$ cat src/rtl/legv8_pc_sequencer_pkg.sv
// ----------------------------------------------------------------------------
// legv8_seq_pkg
//   Shared definitions for the LEGv8 PC sequencer and its neighbours:
//   - PC select (PS) encodings driven to the PC register block
//   - br_kind codes produced by the decoder
//   - sequencer state encoding
//   - B.cond condition-code field values
//   - resolve_ps(): maps a branch kind plus flag results to a PS code
// ----------------------------------------------------------------------------
package legv8_seq_pkg;

    // PC select codes
    localparam logic [1:0] PS_HOLD = 2'b00;  // PC keeps its value
    localparam logic [1:0] PS_INC  = 2'b01;  // PC <= PC + 4
    localparam logic [1:0] PS_REG  = 2'b10;  // PC <= register operand (BR)
    localparam logic [1:0] PS_BR   = 2'b11;  // PC <= PC + 4 + (offset << 2)

    // Branch kinds from the decoder; 6 and 7 are reserved and behave as "none"
    localparam logic [2:0] BK_NONE  = 3'd0;
    localparam logic [2:0] BK_B     = 3'd1;
    localparam logic [2:0] BK_CBZ   = 3'd2;
    localparam logic [2:0] BK_CBNZ  = 3'd3;
    localparam logic [2:0] BK_BR    = 3'd4;
    localparam logic [2:0] BK_BCOND = 3'd5;

    // Sequencer states
    typedef enum logic [2:0] {
        ST_IDLE   = 3'd0,
        ST_FETCH  = 3'd1,
        ST_EXEC   = 3'd2,
        ST_UPDATE = 3'd3,
        ST_HALT   = 3'd4,
        ST_ERR    = 3'd5
    } state_t;

    // B.cond condition field values
    localparam logic [3:0] CC_EQ = 4'b0000;
    localparam logic [3:0] CC_NE = 4'b0001;
    localparam logic [3:0] CC_CS = 4'b0010;
    localparam logic [3:0] CC_CC = 4'b0011;
    localparam logic [3:0] CC_MI = 4'b0100;
    localparam logic [3:0] CC_PL = 4'b0101;
    localparam logic [3:0] CC_VS = 4'b0110;
    localparam logic [3:0] CC_VC = 4'b0111;
    localparam logic [3:0] CC_HI = 4'b1000;
    localparam logic [3:0] CC_LS = 4'b1001;
    localparam logic [3:0] CC_GE = 4'b1010;
    localparam logic [3:0] CC_LT = 4'b1011;
    localparam logic [3:0] CC_GT = 4'b1100;
    localparam logic [3:0] CC_LE = 4'b1101;
    localparam logic [3:0] CC_AL = 4'b1110;
    localparam logic [3:0] CC_NV = 4'b1111;

    // Branch resolution. Never returns PS_HOLD: every retired instruction
    // moves the PC somewhere.
    function automatic logic [1:0] resolve_ps(
        input logic [2:0] kind,
        input logic       zero,
        input logic       cond_true
    );
        logic [1:0] ps;
        ps = PS_INC;
        case (kind)
            BK_B:     ps = PS_BR;
            BK_CBZ:   ps = zero ? PS_BR : PS_INC;
            BK_CBNZ:  ps = zero ? PS_INC : PS_BR;
            BK_BR:    ps = PS_REG;
            BK_BCOND: ps = cond_true ? PS_BR : PS_INC;
            default:  ps = PS_INC;
        endcase
        return ps;
    endfunction

endpackage

$ cat src/rtl/legv8_pc_sequencer_if.sv
// ----------------------------------------------------------------------------
// legv8_pc_sequencer_if
//   Fetch handshake and execute-result bundle between the PC sequencer
//   (master) and the instruction memory / datapath (slave).
//
//   Handshake: imem_req is raised by the sequencer and held high until the
//   cycle in which imem_ready is seen high; that cycle is the transfer, and
//   the sequencer pulses ir_load in the same cycle. imem_ready is only
//   meaningful while imem_req is high. exec_done is a single-cycle strobe
//   that qualifies br_kind/cond/zero/nzcv in the same cycle.
//
//   Signals:
//     imem_req   master->slave  fetch request
//     imem_ready slave->master  fetch data valid this cycle
//     ir_load    master->slave  load instruction register
//     exec_done  slave->master  datapath finished the loaded instruction
//     br_kind    slave->master  branch kind (see legv8_seq_pkg)
//     cond       slave->master  B.cond condition field
//     zero       slave->master  ALU zero result
//     nzcv       slave->master  status flags {N,Z,C,V}
// ----------------------------------------------------------------------------
interface legv8_pc_sequencer_if;

    logic       imem_req;
    logic       imem_ready;
    logic       ir_load;
    logic       exec_done;
    logic [2:0] br_kind;
    logic [3:0] cond;
    logic       zero;
    logic [3:0] nzcv;

    modport master (
        output imem_req,
        output ir_load,
        input  imem_ready,
        input  exec_done,
        input  br_kind,
        input  cond,
        input  zero,
        input  nzcv
    );

    modport slave (
        input  imem_req,
        input  ir_load,
        output imem_ready,
        output exec_done,
        output br_kind,
        output cond,
        output zero,
        output nzcv
    );

endinterface

$ cat src/rtl/legv8_pc_sequencer_cond_eval.sv
// ----------------------------------------------------------------------------
// legv8_cond_eval
//   Combinational evaluation of a LEGv8 B.cond condition against the NZCV
//   flags. Also used by the decode stage, so it has no clock or state.
//
//   Ports:
//     i_cond   in  4  condition field
//     i_nzcv   in  4  flags {N,Z,C,V}
//     o_taken  out 1  condition holds
// ----------------------------------------------------------------------------
module legv8_cond_eval
    import legv8_seq_pkg::*;
(
    input  logic [3:0] i_cond,
    input  logic [3:0] i_nzcv,
    output logic       o_taken
);

    logic w_n;
    logic w_z;
    logic w_c;
    logic w_v;

    assign w_n = i_nzcv[3];
    assign w_z = i_nzcv[2];
    assign w_c = i_nzcv[1];
    assign w_v = i_nzcv[0];

    always_comb begin
        o_taken = 1'b0;
        case (i_cond)
            CC_EQ:   o_taken = w_z;
            CC_NE:   o_taken = !w_z;
            CC_CS:   o_taken = w_c;
            CC_CC:   o_taken = !w_c;
            CC_MI:   o_taken = w_n;
            CC_PL:   o_taken = !w_n;
            CC_VS:   o_taken = w_v;
            CC_VC:   o_taken = !w_v;
            CC_HI:   o_taken = w_c && !w_z;
            CC_LS:   o_taken = !(w_c && !w_z);
            CC_GE:   o_taken = (w_n == w_v);
            CC_LT:   o_taken = (w_n != w_v);
            CC_GT:   o_taken = !w_z && (w_n == w_v);
            CC_LE:   o_taken = !(!w_z && (w_n == w_v));
            // AL and NV both mean "always" on LEGv8
            CC_AL:   o_taken = 1'b1;
            CC_NV:   o_taken = 1'b1;
            default: o_taken = 1'b1;
        endcase
    end

endmodule

$ cat src/rtl/legv8_pc_sequencer.sv
// ----------------------------------------------------------------------------
// legv8_pc_sequencer
//   Multi-cycle sequencer for the LEGv8 program counter. Fetches one
//   instruction over the imem handshake, waits for the datapath to finish
//   it, resolves the branch outcome and drives PS for exactly one cycle
//   (UPDATE). It is the only source of PS.
//
//   Parameters:
//     TIMEOUT_CYCLES  max FETCH cycles without imem_ready before fault
//     TO_W            width of the fetch wait counter
//     CNT_W           width of the retired-instruction counter
//
//   Ports:
//     clock         in   rising-edge clock
//     reset         in   synchronous, active-low reset
//     start         in   begin/resume (honoured in IDLE and HALT only)
//     halt_req      in   stop after current instruction retires
//     bus           if   fetch handshake and execute results (master side)
//     PS            out  PC select, non-zero only in UPDATE
//     branch_taken  out  pulse in UPDATE when PS is REG or BR
//     instr_count   out  retired instructions, wraps
//     busy          out  high in FETCH, EXEC, UPDATE
//     halted        out  high in HALT
//     fault         out  high in ERR
//     dbg_state     out  current state encoding (state_t)
// ----------------------------------------------------------------------------
module legv8_pc_sequencer
    import legv8_seq_pkg::*;
#(
    parameter int TIMEOUT_CYCLES = 15,
    parameter int TO_W           = 4,
    parameter int CNT_W          = 32
) (
    input  logic                  clock,
    input  logic                  reset,
    input  logic                  start,
    input  logic                  halt_req,
    legv8_pc_sequencer_if.master  bus,
    output logic [1:0]            PS,
    output logic                  branch_taken,
    output logic [CNT_W-1:0]      instr_count,
    output logic                  busy,
    output logic                  halted,
    output logic                  fault,
    output logic [2:0]            dbg_state
);

    // The wait counter value seen in the last allowed FETCH cycle.
    localparam logic [TO_W-1:0] TO_LAST = TO_W'(TIMEOUT_CYCLES - 1);

    state_t           r_state;
    state_t           w_next_state;
    logic [TO_W-1:0]  r_wait;
    logic [1:0]       r_next_ps;
    logic             r_halt;
    logic [CNT_W-1:0] r_count;
    logic             w_cond_true;
    logic             w_busy;

    legv8_cond_eval u_cond_eval (
        .i_cond  (bus.cond),
        .i_nzcv  (bus.nzcv),
        .o_taken (w_cond_true)
    );

    assign w_busy = (r_state == ST_FETCH) || (r_state == ST_EXEC) ||
                    (r_state == ST_UPDATE);

    // ------------------------------------------------------------------
    // Next-state logic
    // ------------------------------------------------------------------
    always_comb begin
        w_next_state = r_state;
        case (r_state)
            ST_IDLE: begin
                if (start) w_next_state = ST_FETCH;
            end
            ST_FETCH: begin
                // Ready on the last allowed cycle still wins over timeout.
                if (bus.imem_ready)      w_next_state = ST_EXEC;
                else if (r_wait == TO_LAST) w_next_state = ST_ERR;
            end
            ST_EXEC: begin
                if (bus.exec_done) w_next_state = ST_UPDATE;
            end
            ST_UPDATE: begin
                // halt_req in this very cycle counts as well as the latch.
                if (r_halt || halt_req) w_next_state = ST_HALT;
                else                    w_next_state = ST_FETCH;
            end
            ST_HALT: begin
                if (start) w_next_state = ST_FETCH;
            end
            ST_ERR: begin
                w_next_state = ST_ERR;
            end
            default: begin
                w_next_state = ST_IDLE;
            end
        endcase
    end

    // ------------------------------------------------------------------
    // State and datapath registers
    // ------------------------------------------------------------------
    always_ff @(posedge clock) begin
        if (!reset) begin
            r_state   <= ST_IDLE;
            r_wait    <= '0;
            r_next_ps <= PS_HOLD;
            r_halt    <= 1'b0;
            r_count   <= '0;
        end else begin
            r_state <= w_next_state;

            // Counts FETCH cycles that ended without ready; cleared otherwise.
            if ((r_state == ST_FETCH) && (w_next_state == ST_FETCH)) begin
                r_wait <= r_wait + 1'b1;
            end else begin
                r_wait <= '0;
            end

            // Flags are only valid alongside exec_done, so capture them there.
            if ((r_state == ST_EXEC) && bus.exec_done) begin
                r_next_ps <= resolve_ps(bus.br_kind, bus.zero, w_cond_true);
            end

            // Halt requests are remembered while an instruction is in flight
            // and forgotten once HALT is reached.
            if (w_next_state == ST_HALT) begin
                r_halt <= 1'b0;
            end else if (halt_req && w_busy) begin
                r_halt <= 1'b1;
            end

            if (r_state == ST_UPDATE) begin
                r_count <= r_count + 1'b1;
            end
        end
    end

    // ------------------------------------------------------------------
    // Outputs (Moore, except ir_load which follows imem_ready)
    // ------------------------------------------------------------------
    always_comb begin
        PS           = PS_HOLD;
        branch_taken = 1'b0;
        bus.imem_req = 1'b0;
        bus.ir_load  = 1'b0;
        halted       = 1'b0;
        fault        = 1'b0;
        case (r_state)
            ST_FETCH: begin
                bus.imem_req = 1'b1;
                bus.ir_load  = bus.imem_ready;
            end
            ST_UPDATE: begin
                PS           = r_next_ps;
                branch_taken = r_next_ps[1];
            end
            ST_HALT: begin
                halted = 1'b1;
            end
            ST_ERR: begin
                fault = 1'b1;
            end
            default: begin
                PS = PS_HOLD;
            end
        endcase
    end

    assign busy        = w_busy;
    assign instr_count = r_count;
    assign dbg_state   = r_state;

endmodule

$ cat src/flat_wrapper.sv
// flat-port wrapper written by rule: the top's interface ports become plain ports
module legv8_pc_sequencer_flat import legv8_seq_pkg::*;
#(
    parameter int TIMEOUT_CYCLES = 15,
    parameter int TO_W           = 4,
    parameter int CNT_W          = 32
)
  (clock, reset, start, halt_req, PS, branch_taken, instr_count, busy, halted, fault, dbg_state, bus_imem_req, bus_ir_load, bus_imem_ready, bus_exec_done, bus_br_kind, bus_cond, bus_zero, bus_nzcv);
  legv8_pc_sequencer_if bus_i ();
  input  logic clock;
  input  logic reset;
  input  logic start;
  input  logic halt_req;
  output logic [1:0] PS;
  output logic branch_taken;
  output logic [CNT_W-1:0] instr_count;
  output logic busy;
  output logic halted;
  output logic fault;
  output logic [2:0] dbg_state;
  output wire logic [$bits(bus_i.imem_req)-1:0] bus_imem_req;
  output wire logic [$bits(bus_i.ir_load)-1:0] bus_ir_load;
  input wire logic [$bits(bus_i.imem_ready)-1:0] bus_imem_ready;
  input wire logic [$bits(bus_i.exec_done)-1:0] bus_exec_done;
  input wire logic [$bits(bus_i.br_kind)-1:0] bus_br_kind;
  input wire logic [$bits(bus_i.cond)-1:0] bus_cond;
  input wire logic [$bits(bus_i.zero)-1:0] bus_zero;
  input wire logic [$bits(bus_i.nzcv)-1:0] bus_nzcv;
  assign bus_imem_req = bus_i.imem_req;
  assign bus_ir_load = bus_i.ir_load;
  assign bus_i.imem_ready = bus_imem_ready;
  assign bus_i.exec_done = bus_exec_done;
  assign bus_i.br_kind = bus_br_kind;
  assign bus_i.cond = bus_cond;
  assign bus_i.zero = bus_zero;
  assign bus_i.nzcv = bus_nzcv;
  legv8_pc_sequencer #(.TIMEOUT_CYCLES(TIMEOUT_CYCLES), .TO_W(TO_W), .CNT_W(CNT_W)) u_core (.clock(clock), .reset(reset), .start(start), .halt_req(halt_req), .bus(bus_i), .PS(PS), .branch_taken(branch_taken), .instr_count(instr_count), .busy(busy), .halted(halted), .fault(fault), .dbg_state(dbg_state));
endmodule
$ cat config.mk
export PLATFORM = sky130hd
export DESIGN_NAME = legv8_pc_sequencer_flat
export DESIGN_NICKNAME = d
export VERILOG_FILES = /design/src/rtl/legv8_pc_sequencer_pkg.sv /design/src/rtl/legv8_pc_sequencer_if.sv /design/src/rtl/legv8_pc_sequencer_cond_eval.sv /design/src/rtl/legv8_pc_sequencer.sv /design/src/flat_wrapper.sv
export SDC_FILE = /design/constraint.sdc
export NUM_CORES = 1
export LEC_CHECK = 0
export ABC_AREA = 0
export CORE_MARGIN = 3
export CORE_UTILIZATION = 52
export DETAILED_ROUTE_END_ITERATION = 12
export GPL_TIMING_DRIVEN = 0
export PLACE_DENSITY = 0.94
export SETUP_SLACK_MARGIN = 0.15
export SLEW_MARGIN = 20
export SYNTH_ARGS = -nofsm -noshare
export SYNTH_HDL_FRONTEND = slang
export SYNTH_HIERARCHICAL = 1
export SYNTH_SLANG_ARGS = --single-unit
$ cat constraint.sdc
create_clock -name clock -period 3.6 [get_ports clock]
set_input_delay 0.36 -clock clock [delete_from_list [all_inputs] [get_ports clock]]
set_output_delay 0.36 -clock clock [all_outputs]
set_load 0.005 [all_outputs]
==> flow_summary.json <==
{
  "power.density_mw_per_mm2": 281,
  "worstPathArrival_ns": 2.14,
  "post_cts_resized": 0,
  "netlist_area_mm2": 0.00231,
  "synth_top_family_by_area": "simple AND/OR/NAND/NOR gates",
  "critPathRequiredTime_ns": 3.24,
  "synth-seq-cells": 42,
  "synth.area.top_cells": "dfxtp_1 36%, a21oi_1 5.6%, nor2_1 5.0%, or4_1 4.6%, o31ai_1 3.9%",
  "post-route-cell-area_mm2": 0.00304,
  "wl_mm": 5.82,
  "max_stage_delay_ns": 0.48,
  "antennaDiodeCount": 0,
  "dr.pass1.iters": 5,
  "grt.overflow.total": 0,
  "synth-main-ff-cell": "dfxtp_1",
  "yosysWarnings": 6,
  "pre_cts_ws_ns": 1.16,
  "synth_common_cells": "42 x dfxtp_1, 31 x nor2_1, 26 x a21oi_1",
  "track_usage_pct": 22.5,
  "synth.mux.area_fraction_pct": 0.868,
  "cts_setup_buffers": 0,
  "tightest_slew_ns": 0.567,
  "critPathLaunchType": "flop",
  "io_pins": 61,
  "num_vias": 2356,
  "clk_latency_ns": 0.28,
  "fin_crit_ns": 2.50,
  "synthArstFlopShare_pct": 0,
  "finalHoldViolations": 0,
  "start_util_pct": 55.6,
  "seq_area_um2": 841,
  "fin_ws_ns": 1.10,
  "cts_tree": "done",
  "hold_path_class": "flop to flop",
  "status": "complete, no violations",
  "cp_cell_sequence": "buf_4, and3b_1, clkbuf_1, and2_1, buf_4, clkdlybuf4s50_1",
  "synth_edf_count": 0,
  "leakage_nw": 1.02,
  "ys_types": 48,
  "gp_congestion": 0.817,
  "num_rows": 23,
  "ir_drop_mv": 0.155,
  "wl_met3_um": 321,
  "cts_root_buffer": "clkbuf_8",
  "clock_sinks": 42,
  "cpMaxStageDelayCell": "clkdlybuf4s50_1",
  "synth.avg_cell_area_um2": 8.09,
  "die-area_mm2": 0.00527,
  "port_buffers": 59,
  "clockBufferDepth": 2,
  "synth.most_common_cell": "dfxtp_1",
  "die_x_um": 72.6,
  "cap_violations": 0,
  "dp_cells": 394,
  "h-tree-depth": 2,
  "die_y_um": 72.6,
  "numCtsBuffers": 5,
  "multi_input_area_mm2": 0.00134,
  "postCtsHoldBufs": 0,
  "placed_area_mm2": 0.00296,
  "ant_nets": 0,
  "drcViolationCount": 0,
  "fin_skew_ns": 0.00225,
  "crit_family": "buffers and inverters",
  "crit_path_end_kind": "primary output",
  "rsz0062_at_grt": "false",
  "post-dp-hpwl_mm": 4.22,
  "finalSetupViolCount": 0,
  "dr.max_layer_used": "met4",
  "via_per_inst": 5.88,
  "yosysTopAreaCell": "dfxtp_1",
  "maxSlewHeadroom_pct": 62.2,
  "synthXorXnorAreaFrac_pct": 6.08,
  "area_delta_synth_final_pct": 31.6,
  "yosys.area.top_type_share_pct": 36.5,
  "syn_nets": 306,
  "cts.clk_slew.worst_paths_ns": 0.07,
  "grt_max_degree": 12,
  "synthCells": 285,
  "wl_per_cell_um": 14.5,
  "synthSimpleGateAreaFrac_pct": 33.2,
  "core_mm2": 0.00414,
  "ys_seq_area_share_pct": 36.5,
  "hold_slack_ns": 0.461,
  "first_global_vias": 2201,
  "wl_met2_mm": 2.86,
  "worst-path-max-fanout": 10,
  "path_common_cell": "buf_4",
  "grt_first_pass_wirelength_mm": 9.56,
  "m1WireLength_mm": 2.60,
  "synth_compound_gate_area_share_pct": 16.4,
  "drt_iter0_markers": 172,
  "nets": 372,
  "synthAdderAreaFrac_pct": 1.63,
  "grt_antenna_before_repair": 0,
  "instances_no_fill": 401,
  "worstSetupPathType": "flop to primary output",
  "max_freq_mhz": 400,
  "drive_above_1_share_pct": 5.70,
  "setup_tns_ns": 0,
  "maxSlewViolCount": 0,
  "n_fill_cell": 329,
  "fin_crit_sh_pct": 69.5,
  "crit_buf_inv": 4
}
[per-layer routing]
| layer | up-vias | global-route usage, % |
|---|---|---|
| met5 | - | 0 |
| met4 | 0 | 6.56 |
| met3 | 7 | 5.65 |
| met2 | 81 | 38.2 |
| met1 | 1097 | 28.0 |
| li1 | 1171 | - |
[report_power, final]
part	internal, mW	switching (mW)	leakage (nW)
Clock	0.134	0.147	0.0383
Sequential	0.469	0.00426	0.339
Combinational	0.0494	0.0498	0.645
[final timing paths]
path / from / endpoint / slack [ns] / cells after the start
max: u_core/dbg_state[0] / PS[1] / 1.10 / 6
min: u_core/r_next_ps[1] / u_core/r_next_ps[1] / 0.46 / 2
max reg2reg: u_core/instr_count[0] / u_core/instr_count[26] / 1.36 / 6
min reg2reg: u_core/r_next_ps[1] / u_core/r_next_ps[1] / 0.46 / 2
[flip-flops by register name, indices dropped and copies added (netlist names)]
register and cells:
u_core/dbg_state 3, u_core/r_wait 4, u_core/r_halt 1, u_core/r_next_ps 2, u_core/instr_count 32
[cell usage in the layout, fill, tap and decap left out, drive strengths merged, types with 8 or more instances in the layout]
master and n:
clkbuf 19, xor2 9, clkdlybuf4s50 59, nand4 9, a21oi 26, nand2 20, o31ai 12, dfxtp 42
or4 14, o21ai 11, inv 8, or3 9, nand3 11, nor2 31
[cell families (layout without fill, tap and decap cells)]
| family | count (synthesis) | count (layout) |
|---|---|---|
| flops | 42 | 42 |
| buf+inv | 26 | 92 |
| compound gates | 62 | 62 |
| simple gates | 134 | 134 |
| fa+ha+maj | 3 | 3 |
| xor+xnor | 16 | 16 |
| mux | 2 | 2 |
[tightest hold or removal path: cells and delay by family, from the launching register on]
kind / cells / cell delay, ns
simple gates: 1 / 0.05
flops: 1 / 0.31
compound gates: 1 / 0.06
[final cells by class]
type	instances	share of cell area [%]
multi-input cells	217	44.2
flip-flops and latches	42	27.7
repair buffers	59	19.5
plain buffers	17	2.97
clock buffers	7	2.51
well taps	50	2.06
inverters	9	1.11
[stage by stage]
| stage | utilization (%) | total power [mW] |
|---|---|---|
| after CTS | 73.2 | 0.857 |
| final | 73.2 | 0.852 |
| after floorplan | - | 0.534 |
| after global routing | 73.2 | 0.887 |
| after global placement | 71.4 | 0.579 |
| after detailed placement | 71.4 | 0.581 |
(Power assumes the default switching activity.)
